==> src/rtl/countdown_timer_nbit_if.sv <==
// Control/status bundle for countdown_timer_nbit: the controller drives the
// load/run controls, the timer drives back count, busy and expired.
interface countdown_timer_nbit_if #(
  parameter int unsigned Width = 10
) ();
  logic             load;
  logic [Width-1:0] load_value;
  logic             start;
  logic             stop;
  logic             enable;
  logic             auto_reload;
  logic [Width-1:0] count_value;
  logic             busy;
  logic             expired;

  modport master (
    output load, load_value, start, stop, enable, auto_reload,
    input  count_value, busy, expired
  );

  modport slave (
    input  load, load_value, start, stop, enable, auto_reload,
    output count_value, busy, expired
  );
endinterface

==> src/rtl/countdown_timer_nbit.sv <==
// Loadable down-counting timer: counts a loaded value to zero by Decrement per
// enabled cycle, pulses expired at terminal count, then stops or auto-reloads.
module countdown_timer_nbit #(
  parameter int unsigned Width     = 10,
  parameter int unsigned Decrement = 1,
  parameter int unsigned MaxLoad   = (2 ** Width) - 1
) (
  input  logic                 clk_i,
  input  logic                 rst_ni,
  countdown_timer_nbit_if.slave tmr_io
);

  localparam logic [Width-1:0] MaxLoadW = Width'(MaxLoad);
  localparam logic [Width:0]   DecW     = (Width + 1)'(Decrement);

  typedef enum logic {StIdle, StRun} state_e;

  state_e           state_q;
  logic [Width-1:0] count_q;
  logic [Width-1:0] reload_q;
  logic             expired_q;

  logic [Width-1:0] load_clamped;
  logic [Width:0]   count_dec;
  logic             terminal;

  assign load_clamped = (tmr_io.load_value > MaxLoadW) ? MaxLoadW : tmr_io.load_value;

  // Borrow out of the extra bit, or an exact zero, means count <= Decrement.
  assign count_dec = {1'b0, count_q} - DecW;
  assign terminal  = count_dec[Width] | (count_dec == '0);

  always_ff @(posedge clk_i or negedge rst_ni) begin
    if (!rst_ni) begin
      state_q   <= StIdle;
      count_q   <= '0;
      reload_q  <= '0;
      expired_q <= 1'b0;
    end else begin
      expired_q <= 1'b0;
      if (tmr_io.load) begin
        count_q  <= load_clamped;
        reload_q <= load_clamped;
        state_q  <= StIdle;
      end else if (tmr_io.stop && (state_q == StRun)) begin
        state_q <= StIdle;
      end else begin
        unique case (state_q)
          StIdle: begin
            if (tmr_io.start) begin
              if (count_q != '0) begin
                state_q <= StRun;
              end else begin
                expired_q <= 1'b1;
              end
            end
          end
          StRun: begin
            if (tmr_io.enable) begin
              if (!terminal) begin
                count_q <= count_dec[Width-1:0];
              end else begin
                expired_q <= 1'b1;
                if (tmr_io.auto_reload && (reload_q != '0)) begin
                  count_q <= reload_q;
                end else begin
                  count_q <= '0;
                  state_q <= StIdle;
                end
              end
            end
          end
          default: state_q <= StIdle;
        endcase
      end
    end
  end

  assign tmr_io.count_value = count_q;
  assign tmr_io.busy        = (state_q == StRun);
  assign tmr_io.expired     = expired_q;

endmodule

==> src/flat_wrapper.sv <==
// flat-port wrapper written by rule: the top's interface ports become plain ports
module countdown_timer_nbit_flat 
#(
  parameter int unsigned Width     = 10,
  parameter int unsigned Decrement = 1,
  parameter int unsigned MaxLoad   = (2 ** Width) - 1
)
  (clk_i, rst_ni, tmr_io_load, tmr_io_load_value, tmr_io_start, tmr_io_stop, tmr_io_enable, tmr_io_auto_reload, tmr_io_count_value, tmr_io_busy, tmr_io_expired);
  countdown_timer_nbit_if #(.Width(Width)) tmr_io_i ();
  input  logic clk_i;
  input  logic rst_ni;
  input wire logic [$bits(tmr_io_i.load)-1:0] tmr_io_load;
  input wire logic [$bits(tmr_io_i.load_value)-1:0] tmr_io_load_value;
  input wire logic [$bits(tmr_io_i.start)-1:0] tmr_io_start;
  input wire logic [$bits(tmr_io_i.stop)-1:0] tmr_io_stop;
  input wire logic [$bits(tmr_io_i.enable)-1:0] tmr_io_enable;
  input wire logic [$bits(tmr_io_i.auto_reload)-1:0] tmr_io_auto_reload;
  output wire logic [$bits(tmr_io_i.count_value)-1:0] tmr_io_count_value;
  output wire logic [$bits(tmr_io_i.busy)-1:0] tmr_io_busy;
  output wire logic [$bits(tmr_io_i.expired)-1:0] tmr_io_expired;
  assign tmr_io_i.load = tmr_io_load;
  assign tmr_io_i.load_value = tmr_io_load_value;
  assign tmr_io_i.start = tmr_io_start;
  assign tmr_io_i.stop = tmr_io_stop;
  assign tmr_io_i.enable = tmr_io_enable;
  assign tmr_io_i.auto_reload = tmr_io_auto_reload;
  assign tmr_io_count_value = tmr_io_i.count_value;
  assign tmr_io_busy = tmr_io_i.busy;
  assign tmr_io_expired = tmr_io_i.expired;
  countdown_timer_nbit #(.Width(Width), .Decrement(Decrement), .MaxLoad(MaxLoad)) u_core (.clk_i(clk_i), .rst_ni(rst_ni), .tmr_io(tmr_io_i));
endmodule
==> config.mk <==
export PLATFORM = sky130hd
export DESIGN_NAME = countdown_timer_nbit_flat
export DESIGN_NICKNAME = d
export VERILOG_FILES = /design/src/rtl/countdown_timer_nbit_if.sv /design/src/rtl/countdown_timer_nbit.sv /design/src/flat_wrapper.sv
export SDC_FILE = /design/constraint.sdc
export NUM_CORES = 1
export LEC_CHECK = 0
export ABC_AREA = 1
export CAP_MARGIN = 10
export CORE_ASPECT_RATIO = 0.7
export CORE_MARGIN = 10
export CORE_UTILIZATION = 29
export DETAILED_ROUTE_END_ITERATION = 10
export PLACE_DENSITY_LB_ADDON = 0.25
export SYNTH_ARGS = -nofsm -noshare
export SYNTH_HDL_FRONTEND = slang
export SYNTH_SLANG_ARGS = --single-unit
==> constraint.sdc <==
create_clock -name clk_i -period 4.8 [get_ports clk_i]
set_input_delay 0.48 -clock clk_i [delete_from_list [all_inputs] [get_ports clk_i]]
set_output_delay 0.48 -clock clk_i [all_outputs]
set_load 0.03 [all_outputs]
==> metrics.md <==
| Metric | Value |
|---|---|
| Switching share of total power | `0.365` |
| Final Skew | `0.00226 ns` |
| Gate Count Post-Synth | `216` |
| Post-synthesis cell type count | `24` |
| Vert. Die Dim | `79.5 um` |
| Max Clk Rate | `~350 MHz` |
| Max clock buf depth | `2` |
| Via density | `roughly 4.6` |
| Top cell type's share of synthesized area | `0.375` |
| Hold crit path type | `register to register` |
| CTS clk-pin slew, worst paths | `roughly 0.080 ns` |
| Sw power | `195 uW` |
| Internal Power | `339 uW` |
| Clk root buf | `clkbuf_8` |
| WP data required | `4.95 ns` |
| TritonCTS clock tree | `yes` |
| Worst setup slack after layout | `1.91 ns` |
| CTS Sinks | `22` |
| Critical Path Fanout Max | `22` |
| Inserted Clock Buffers | `3` |
| Mapped cell area | `around 1500 sq um` |
| Critical Path AT | `3.04 ns` |
| Post-CTS Setup Inserts | `0` |
| CP startpoint kind | `primary input` |
| Setup CP Type | `primary input to register` |
| Commonest cells after routing, fill and taps aside | `nand2_1, clkdlybuf4s50_1, nor2_1, nand3_1, dfrtp_1` |
| DR pass1 iterations | `4` |
| Hold_buf cts | `0` |
| Worst Tran Pin Value | `1.03 ns` |
| Die area | `8350 sq um` |
| Post-route DRC | `0` |
| Via count | `1413` |
| DRT iter0 DRCs | `47` |
| Clock period minus worst slack | `just under 3 ns` |
| Routed Wire Length | `3940 um` |
| Syn. warnings | `0` |
| Slowest CP cell | `clkdlybuf4s50_1` |
| Detail Route Antenna Nets | `0` |
| Mapped Nets | `around 240` |
| Initial Utilization | `0.303` |
| Layout cell share with drive strength beyond 1 | `0.0795` |
| Setup tns final | `0 ns` |
| Chip Width | `105 um` |
| Mean Syn Cell Area | `6.79 sq um` |
| CP endpoint kind | `register` |
| Total gr overflow | `0` |
| Largest area contributor in the netlist | `dfrtp_1` |
| Pwr dens | `293 nW/um^2` |
| FILL cells | `557` |
| # IOs | `29` |
| Met1 wire length | `2110 um` |
| Core area | `4830 sq um` |
| Post_cts resized | `0` |
| Synth top area cells | `dfrtp_1, nand2_1, nand3_1` |
| Number of global-route vias before repair | `about 1400` |
| Pin count of the biggest net entering global routing | `23` |
| Max-slew headroom | `0.311` |
| Met2 WL | `about 1600 um` |
| Final Cycle Share | `0.602` |
| RSZ-0062 raised after global routing | `false` |
| Status | `completed` |
| Largest stage delay on the critical path | `0.92 ns` |
| Global-route wire length before repair | `6780 um` |
| Initial antenna violation count | `0` |
| Routed wl met3 | `between 150 and 200 um` |
| Critical-path cell list | `clkdlybuf4s50_1, inv_1, nand2_1, clkinv_1, a21oi_1, a21oi_2` |
| Slew Limit Fails | `0` |
| Pre-CTS setup slack | `about 1.6 ns` |
| DR WL/cell | `12.8 um` |
| Comb pwr share | `0.344` |
| Seq pwr share | `0.441` |
| Nets@finish | `260` |
| GPL Wtd Cong | `~0.8` |
| Leakage | `0.000835 uW` |
| PortBufs | `28` |
| R2r setup slk | `approximately 2.5 ns` |
| Clock Latency Late Sink | `0.26 ns` |
| GRT Util Overall | `0.0969` |
| Hold Vio Cnt, Final | `0` |
| Synth Register Bits | `22` |
| Cell Rows | `21` |
| Area grow syn2layout | `24.1%` |
| Clock network fraction of total power | `0.215` |
| Max-cap violations | `0` |
| Top layer in use | `met4` |
| Final-report setup violation count | `0` |
| Ant diodes | `0` |
| Dpl hpwl | `approximately 3100 um` |
| Most common cell after layout, fill and taps aside | `nand2_1` |
| Peak supply drop | `0.000106 V` |
| Sequential area share after synthesis | `0.375` |
| Htree depth | `1` |
==> worst max-delay path, delay by kind of cell <==
kind	cells	cell delay, ns
and+or+nand+nor	1	0.44
AOI/OAI and AO/OA	2	0.33
buffers and inverters	3	1.78
==> area by class of cell <==
class,count,area [sq um],share of cell area
Timing Repair Buffer,28,280,0.154
Clock buffer,3,41.3,0.0227
Sequential cell,22,551,0.302
Multi-Input combinational cell,166,787,0.432
Inverter,20,75.1,0.0412
Tap cell,69,86.3,0.0474
==> cells in the mapped netlist (all sizes together) <==
library cell,instances
buf,4
xnor2,1
inv,19
xor2,1
clkinv,1
nand2,77
a21boi,1
a21oi,22
nor4,3
a31oi,1
or2,1
nor2,26
nand4,1
ha,2
dfrtp,22
nand3,25
clkbuf,4
o21ai,5
==> state kept, by name, indices dropped and copies added (netlist names) <==
signal / count
u_core.reload_q: 10
u_core.tmr_io.count_value: 10
u_core.tmr_io.busy: 1
u_core.tmr_io.expired: 1
==> worst paths after layout <==
path / startpoint / endpoint / cells after the start
setup / recovery: tmr_io_load / u_core.tmr_io.count_value[9] / 6
hold / removal: u_core.reload_q[0] / u_core.reload_q[0] / 2
setup reg to reg: u_core.tmr_io.count_value[0] / u_core.tmr_io.count_value[3] / 13
hold reg to reg: u_core.reload_q[0] / u_core.reload_q[0] / 2
max in group asynchronous: rst_ni / u_core.reload_q[9] / 1
min in group asynchronous: rst_ni / u_core.tmr_io.count_value[6] / 1
==> kinds of logic after synthesis <==
group,count (synthesis),share of synthesized area
buf+inv,28,0.0879
fa+ha+maj,2,0.0171
flops,22,0.375
simple gates,133,0.381
compound gates,29,0.127
xor+xnor,2,0.0119
==> power groups by stage <==
stage	Clock (uW)	Combinational, uW	Sequential [uW]
6_report	114	184	236
4_1_cts	118	186	236
2_1_floorplan	0	91.4	260
5_1_grt	125	208	240
3_3_place_gp	0	185	242
3_5_place_dp	0	185	239
==> through the flow <==
stage / cell area (sq um) / utilization / total power, uW / hold WS, ns / instances
global placement: 1780 / 0.368 / 427 / 0.492 / 305
CTS: 1820 / 0.377 / 540 / 0.510 / 308
floorplan: 1470 / - / 351 / 0.184 / 216
global route: 1820 / 0.377 / 573 / 0.542 / 308
detailed placement: 1780 / 0.368 / 425 / 0.490 / 305
finish: 1820 / 0.377 / 534 / 0.503 / 308
==> routing by layer <==
metal | GRT usage | vias to the layer above
met5 | 0 | -
met3 | 0.0315 | 2
met2 | 0.146 | 24
li1 | - | 737
met1 | 0.133 | 650
met4 | 0.0164 | 0
Note: power is estimated with default switching activity, not from simulation.
==> patch 1, RTL diff (config.mk and constraints unchanged) <==
`Width` is set to 10 in 3 places; all go to 9.
--- a/src/rtl/countdown_timer_nbit_if.sv
+++ b/src/rtl/countdown_timer_nbit_if.sv
@@ -3,3 +3,3 @@
 interface countdown_timer_nbit_if #(
-  parameter int unsigned Width = 10
+  parameter int unsigned Width = 9
 ) ();
--- a/src/rtl/countdown_timer_nbit.sv
+++ b/src/rtl/countdown_timer_nbit.sv
@@ -3,3 +3,3 @@
 module countdown_timer_nbit #(
-  parameter int unsigned Width     = 10,
+  parameter int unsigned Width     = 9,
   parameter int unsigned Decrement = 1,
--- a/src/flat_wrapper.sv
+++ b/src/flat_wrapper.sv
@@ -3,3 +3,3 @@
 #(
-  parameter int unsigned Width     = 10,
+  parameter int unsigned Width     = 9,
   parameter int unsigned Decrement = 1,
Interface: changed (resized tmr_io_count_value and tmr_io_load_value); port bits go from 29 to 27. No check against the original RTL was run, so the function may have changed too.
==> patch 1 against the original RTL <==
  * Sequential cell count is 2 lower
  * Total power shrank 3.7%
  * Routed wire length shrank 10%
  * Global-route usage fell by 0.36 points
  * Synthesized area decreased by 8.8%
  * Maximum frequency is 0.68% higher
  * Register-to-register slack improved by 240 ps
  * Setup slack better by 20 ps
  * Cell area is 7.1% lower
  * Largest power group unchanged
  * Highest routed layer unchanged
==> patch 1: results (changes against the original RTL) <==
[status]
run_status = finished, final reports clean

[grt]
pin_count_of_the_biggest_net_entering_global_routing = 21  ; -8.7%
grtUsageMet2_pct = 13.5  ; -1.0 points
first_pass_grt_wire_length_um = 6160  ; -9.2%
grt_util_all_layers_pct = 9.33  ; -0.36 points
grt_pass1_vias = 1318  ; -8.7%
fraction_of_met1_tracks_used_by_global_routing_pct = 12.4  ; -0.88 points
groute.layer.met3.usage_pct = 4.12  ; +0.97 points

[sta]
period_needed_ps = 2870  ; -19.5 ps
clock-skew-final_ps = 2.16  ; -0.0957 ps
worst_slew_margin_rel_pct = 39.6  ; +8.5 points
fin_hold_ws_ps = 507  ; +4.08 ps

[hold_path]
hold_start = u_core.reload_q[5]$_DFFE_PN0P_
timing.hold.worst_endpoint = u_core.reload_q[5]$_DFFE_PN0P_

[synthesis]
number_of_standard_cells_after_synthesis = 194  ; -10%
synthTopCellsByCount = 54 x sky130_fd_sc_hd__nand2_1, 34 x sky130_fd_sc_hd__nand3_1, 20 x sky130_fd_sc_hd__dfrtp_1
synth-seq-area-share_pct = 37.4  ; -0.12 points
syn-num-nets = 212  ; -9.8%
synth-xor-area-share_pct = 0.655  ; -0.54 points
synth_area_in_compound_gates_pct = 9.64  ; -3.1 points
synth.area.mux_share_pct = 0  ; unchanged
cell_types_occupying_the_most_area_after_synthesis = sky130_fd_sc_hd__dfrtp_1 37%, sky130_fd_sc_hd__nand2_1 15%, sky130_fd_sc_hd__nand3_1 13%
adder_cell_area_share_of_the_yosys_netlist_pct = 1.87  ; +0.16 points
synth_cell_type_count = 26  ; +8.3%
postSynth.asyncResetShare_pct = 100  ; unchanged

[pwr]
intPower_uw = 331  ; -2.1%
power.ir.vdd_worst_mv = 0.155  ; +46%
power.static_leakage_nw = 0.778  ; -6.9%

[cells_and_area]
fillerInstances = 489  ; -12%
drive_gt1_share_pct = 10.1  ; +2.1 points
layout.nets = 237  ; -8.8%
relative_area_change_from_synthesis_to_final_layout_pct = 26.4
finish.cell_count_without_fillers = 273  ; -11%

[setup_path]
r2r_slack_ps = 2770  ; +240 ps
worst_path_fanout_max = 20  ; -9.1%
worst_path_slowest_cell = sky130_fd_sc_hd__clkdlybuf4s50_1
critPathCapture = u_core.tmr_io.count_value[3]$_DFFE_PN0P_
r2r-end = u_core.tmr_io.count_value[1]$_DFFE_PN0P_
r2r_depth = 13  ; unchanged
critical_path.max_stage_delay_ps = 920  ; about the same

[detailed_routing]
detailedRoute.firstIterationViolations = 58  ; +23%
met1Wirelength_um = 1760  ; -16%
detailroute.wirelength.met3_um = 332  ; +78%
finalWirelength_um = 3540  ; -10%
route.detailed.vias_per_inst = 4.86  ; +6.0%
dr_wl_met2_um = 1420  ; -13%

[placed_design]
placement.io_buffers = 26  ; -7.1%
pre_cts_slack_ps = 1710  ; +96.5 ps
placed_area_mm2 = 0.00164  ; -8.1%
place_hpwl_um = 2780  ; -11%
routabilityCongestion = 0.788  ; -2.3%

[clock_network]
tritoncts.num_buffers = 3  ; unchanged

==> patch 1: cell types whose count changed after synthesis, sizes merged, moves of 2 or more <==
cell,before,now
nand3,25,38
nor2,26,20
dfrtp,22,20
nand2,77,57
clkbuf,4,2
a21oi,22,20
==> patch 1: worst max-delay path: cells and delay by family <==
kind	cells	cell delay, ps
buf+inv	3	1770
simple gates	1	450
compound gates	2	310
==> patch 1: final cells by class <==
type | count | area share (%)
clock buffer | 4 | 3.26
inverter | 21 | 4.66
multi-input combinational | 147 | 43.0
sequential | 20 | 29.6
tap | 55 | 4.07
timing repair buffer | 26 | 15.4
==> patch 1: power groups by stage <==
stage / logic [mW] / registers (mW) / clock network, mW
3_5_place_dp: 0.173 / 0.216 / 0
6_report: 0.171 / 0.212 / 0.131
4_1_cts: 0.174 / 0.213 / 0.135
3_3_place_gp: 0.174 / 0.216 / 0
2_1_floorplan: 0.0869 / 0.236 / 0
5_1_grt: 0.193 / 0.217 / 0.141
==> patch 2, RTL diff (config.mk and constraints unchanged) <==
Made on the original files. Make the reset (`rst_ni`) synchronous in one clocked block.
--- a/src/rtl/countdown_timer_nbit.sv
+++ b/src/rtl/countdown_timer_nbit.sv
@@ -32,3 +32,3 @@
 
-  always_ff @(posedge clk_i or negedge rst_ni) begin
+  always_ff @(posedge clk_i) begin
     if (!rst_ni) begin
Check against the original RTL: differs if rst_ni is asserted again (counterexample within 4 cycles, from zero or initial values and one cycle with rst_ni low); with rst_ni held inactive, the same outputs for 10 cycles.
==> patch 2 against the original RTL <==
  * Worst hold slack got worse by 36 ps
  * Setup slack gained 420 ps
  * Via count rose by 4.4%
  * Total power down 2.9%
  * Sequential power decreased by 10%
  * Utilization grew 0.12 points
  * Sequential cell count unchanged
  * Cell area down 1.9%
  * Maximum frequency increased by 17%
  * Register-to-register slack gained 20 ps
  * Routed wire length increased by 1.3%
  * Synthesized area decreased by 3.8%
==> patch 2: results (changes against the original RTL) <==
[status]
run_status = finished, final reports clean

[grt]
grt_pass1_vias = 1421  ; -1.5%
grt_util_all_layers_pct = 10.1  ; +0.38 points
first_pass_grt_wire_length_um = 6650  ; -1.9%
pin_count_of_the_biggest_net_entering_global_routing = 22  ; -4.3%

[sta]
worst_slew_margin_rel_pct = 47.9  ; +17 points
fin_hold_ws_ps = 467  ; -36.1 ps
clock-skew-final_ps = 6.58  ; +4.32 ps

[cells_and_area]
relative_area_change_from_synthesis_to_final_layout_pct = 26.7
drive_gt1_share_pct = 10.2  ; +2.3 points
fillerInstances = 512  ; -8.1%
layout.nets = 264  ; +1.5%

[hold_path]
timing.hold.worst_endpoint = u_core.reload_q[4]$_SDFFE_PN0P_

[placed_design]
placed_area_mm2 = 0.00173  ; -2.7%
placedCellCount = 297  ; -2.6%
place_hpwl_um = 3140  ; +0.53%
pre_cts_slack_ps = 2080  ; +463 ps
routabilityCongestion = 0.808  ; about the same

[setup_path]
worst_path_fanout_max = 21  ; -4.5%
reg2reg_from = u_core.tmr_io.count_value[0]$_SDFFE_PN0P_
worst_ep_arrival_time_ps = 2640  ; -400 ps

[detailed_routing]
finalWirelength_um = 3990  ; +1.3%
dr_total_vias = 1475  ; +4.4%

[synthesis]
synthTopCellsByCount = 64 x sky130_fd_sc_hd__nand2_1, 28 x sky130_fd_sc_hd__nand3_1, 22 x sky130_fd_sc_hd__dfxtp_1
synth_cell_type_count = 26  ; +8.3%
synth-seq-area-share_pct = 31.2  ; -6.3 points
cell_types_occupying_the_most_area_after_synthesis = sky130_fd_sc_hd__dfxtp_1 31%, sky130_fd_sc_hd__nand2_1 17%, sky130_fd_sc_hd__nand3_1 9.9%
number_of_standard_cells_after_synthesis = 218  ; +0.93%

[pwr]
powerSeq_uw = 212  ; -10%
p_clk_share_pct = 26.2  ; +4.7 points
power.ir.vdd_worst_mv = 0.102  ; -3.1%
intPower_uw = 336  ; -0.75%

[patch 2: cell types whose count changed after synthesis, moves of 9 or more]
cell / delta
sky130_fd_sc_hd__nand2_1: -11
sky130_fd_sc_hd__dfxtp_1: +22
sky130_fd_sc_hd__nor2_1: -13
sky130_fd_sc_hd__dfrtp_1: -22
sky130_fd_sc_hd__a21oi_2: -10
sky130_fd_sc_hd__o21ai_0: +9
[patch 2: cell families after synthesis]
logic type	after synthesis	share of synthesized area (%)
AO/OA/AOI/OAI	37	14.9
flip-flops	22	31.2
buffers and inverters	29	8.25
adder cells (fa/ha/maj)	2	1.77
AND/OR/NAND/NOR	128	43.8
[patch 2: routing by layer]
layer / routed length [um] / GRT usage (%) / up-vias
li1: - / - / 766
met1: 2080 / 14.0 / 660
met2: 1540 / 14.1 / 43
met3: 328 / 4.02 / 6
met4: 42 / 2.22 / 0
met5: 0 / 0 / -
[patch 2: how the worst max path moves through the flow]
stage | slack (ps) | cells past startpoint | startpoint | end
final | 2330 | 6 | tmr_io_load | u_core.tmr_io.count_value[1]$_SDFFE_PN0P_
after global placement | 2150 | 6 | tmr_io_load | u_core.tmr_io.count_value[6]$_SDFFE_PN0P_
after CTS | 2370 | 6 | tmr_io_load | u_core.tmr_io.count_value[1]$_SDFFE_PN0P_
after floorplan | 2740 | 13 | u_core.tmr_io.count_value[0]$_SDFFE_PN0P_ | u_core.tmr_io.busy$_SDFF_PP0_
after global routing | 2090 | 6 | tmr_io_load | u_core.tmr_io.count_value[1]$_SDFFE_PN0P_
after detailed placement | 2080 | 6 | tmr_io_load | u_core.tmr_io.count_value[1]$_SDFFE_PN0P_
[patch 2: final cells by class]
cell class	instances	share of cell area [%]
clock buffer	4	3.08
inverter	23	4.83
multi-input combinational	167	47.8
tap	57	3.99
timing repair buffer	28	15.7
sequential	22	24.6
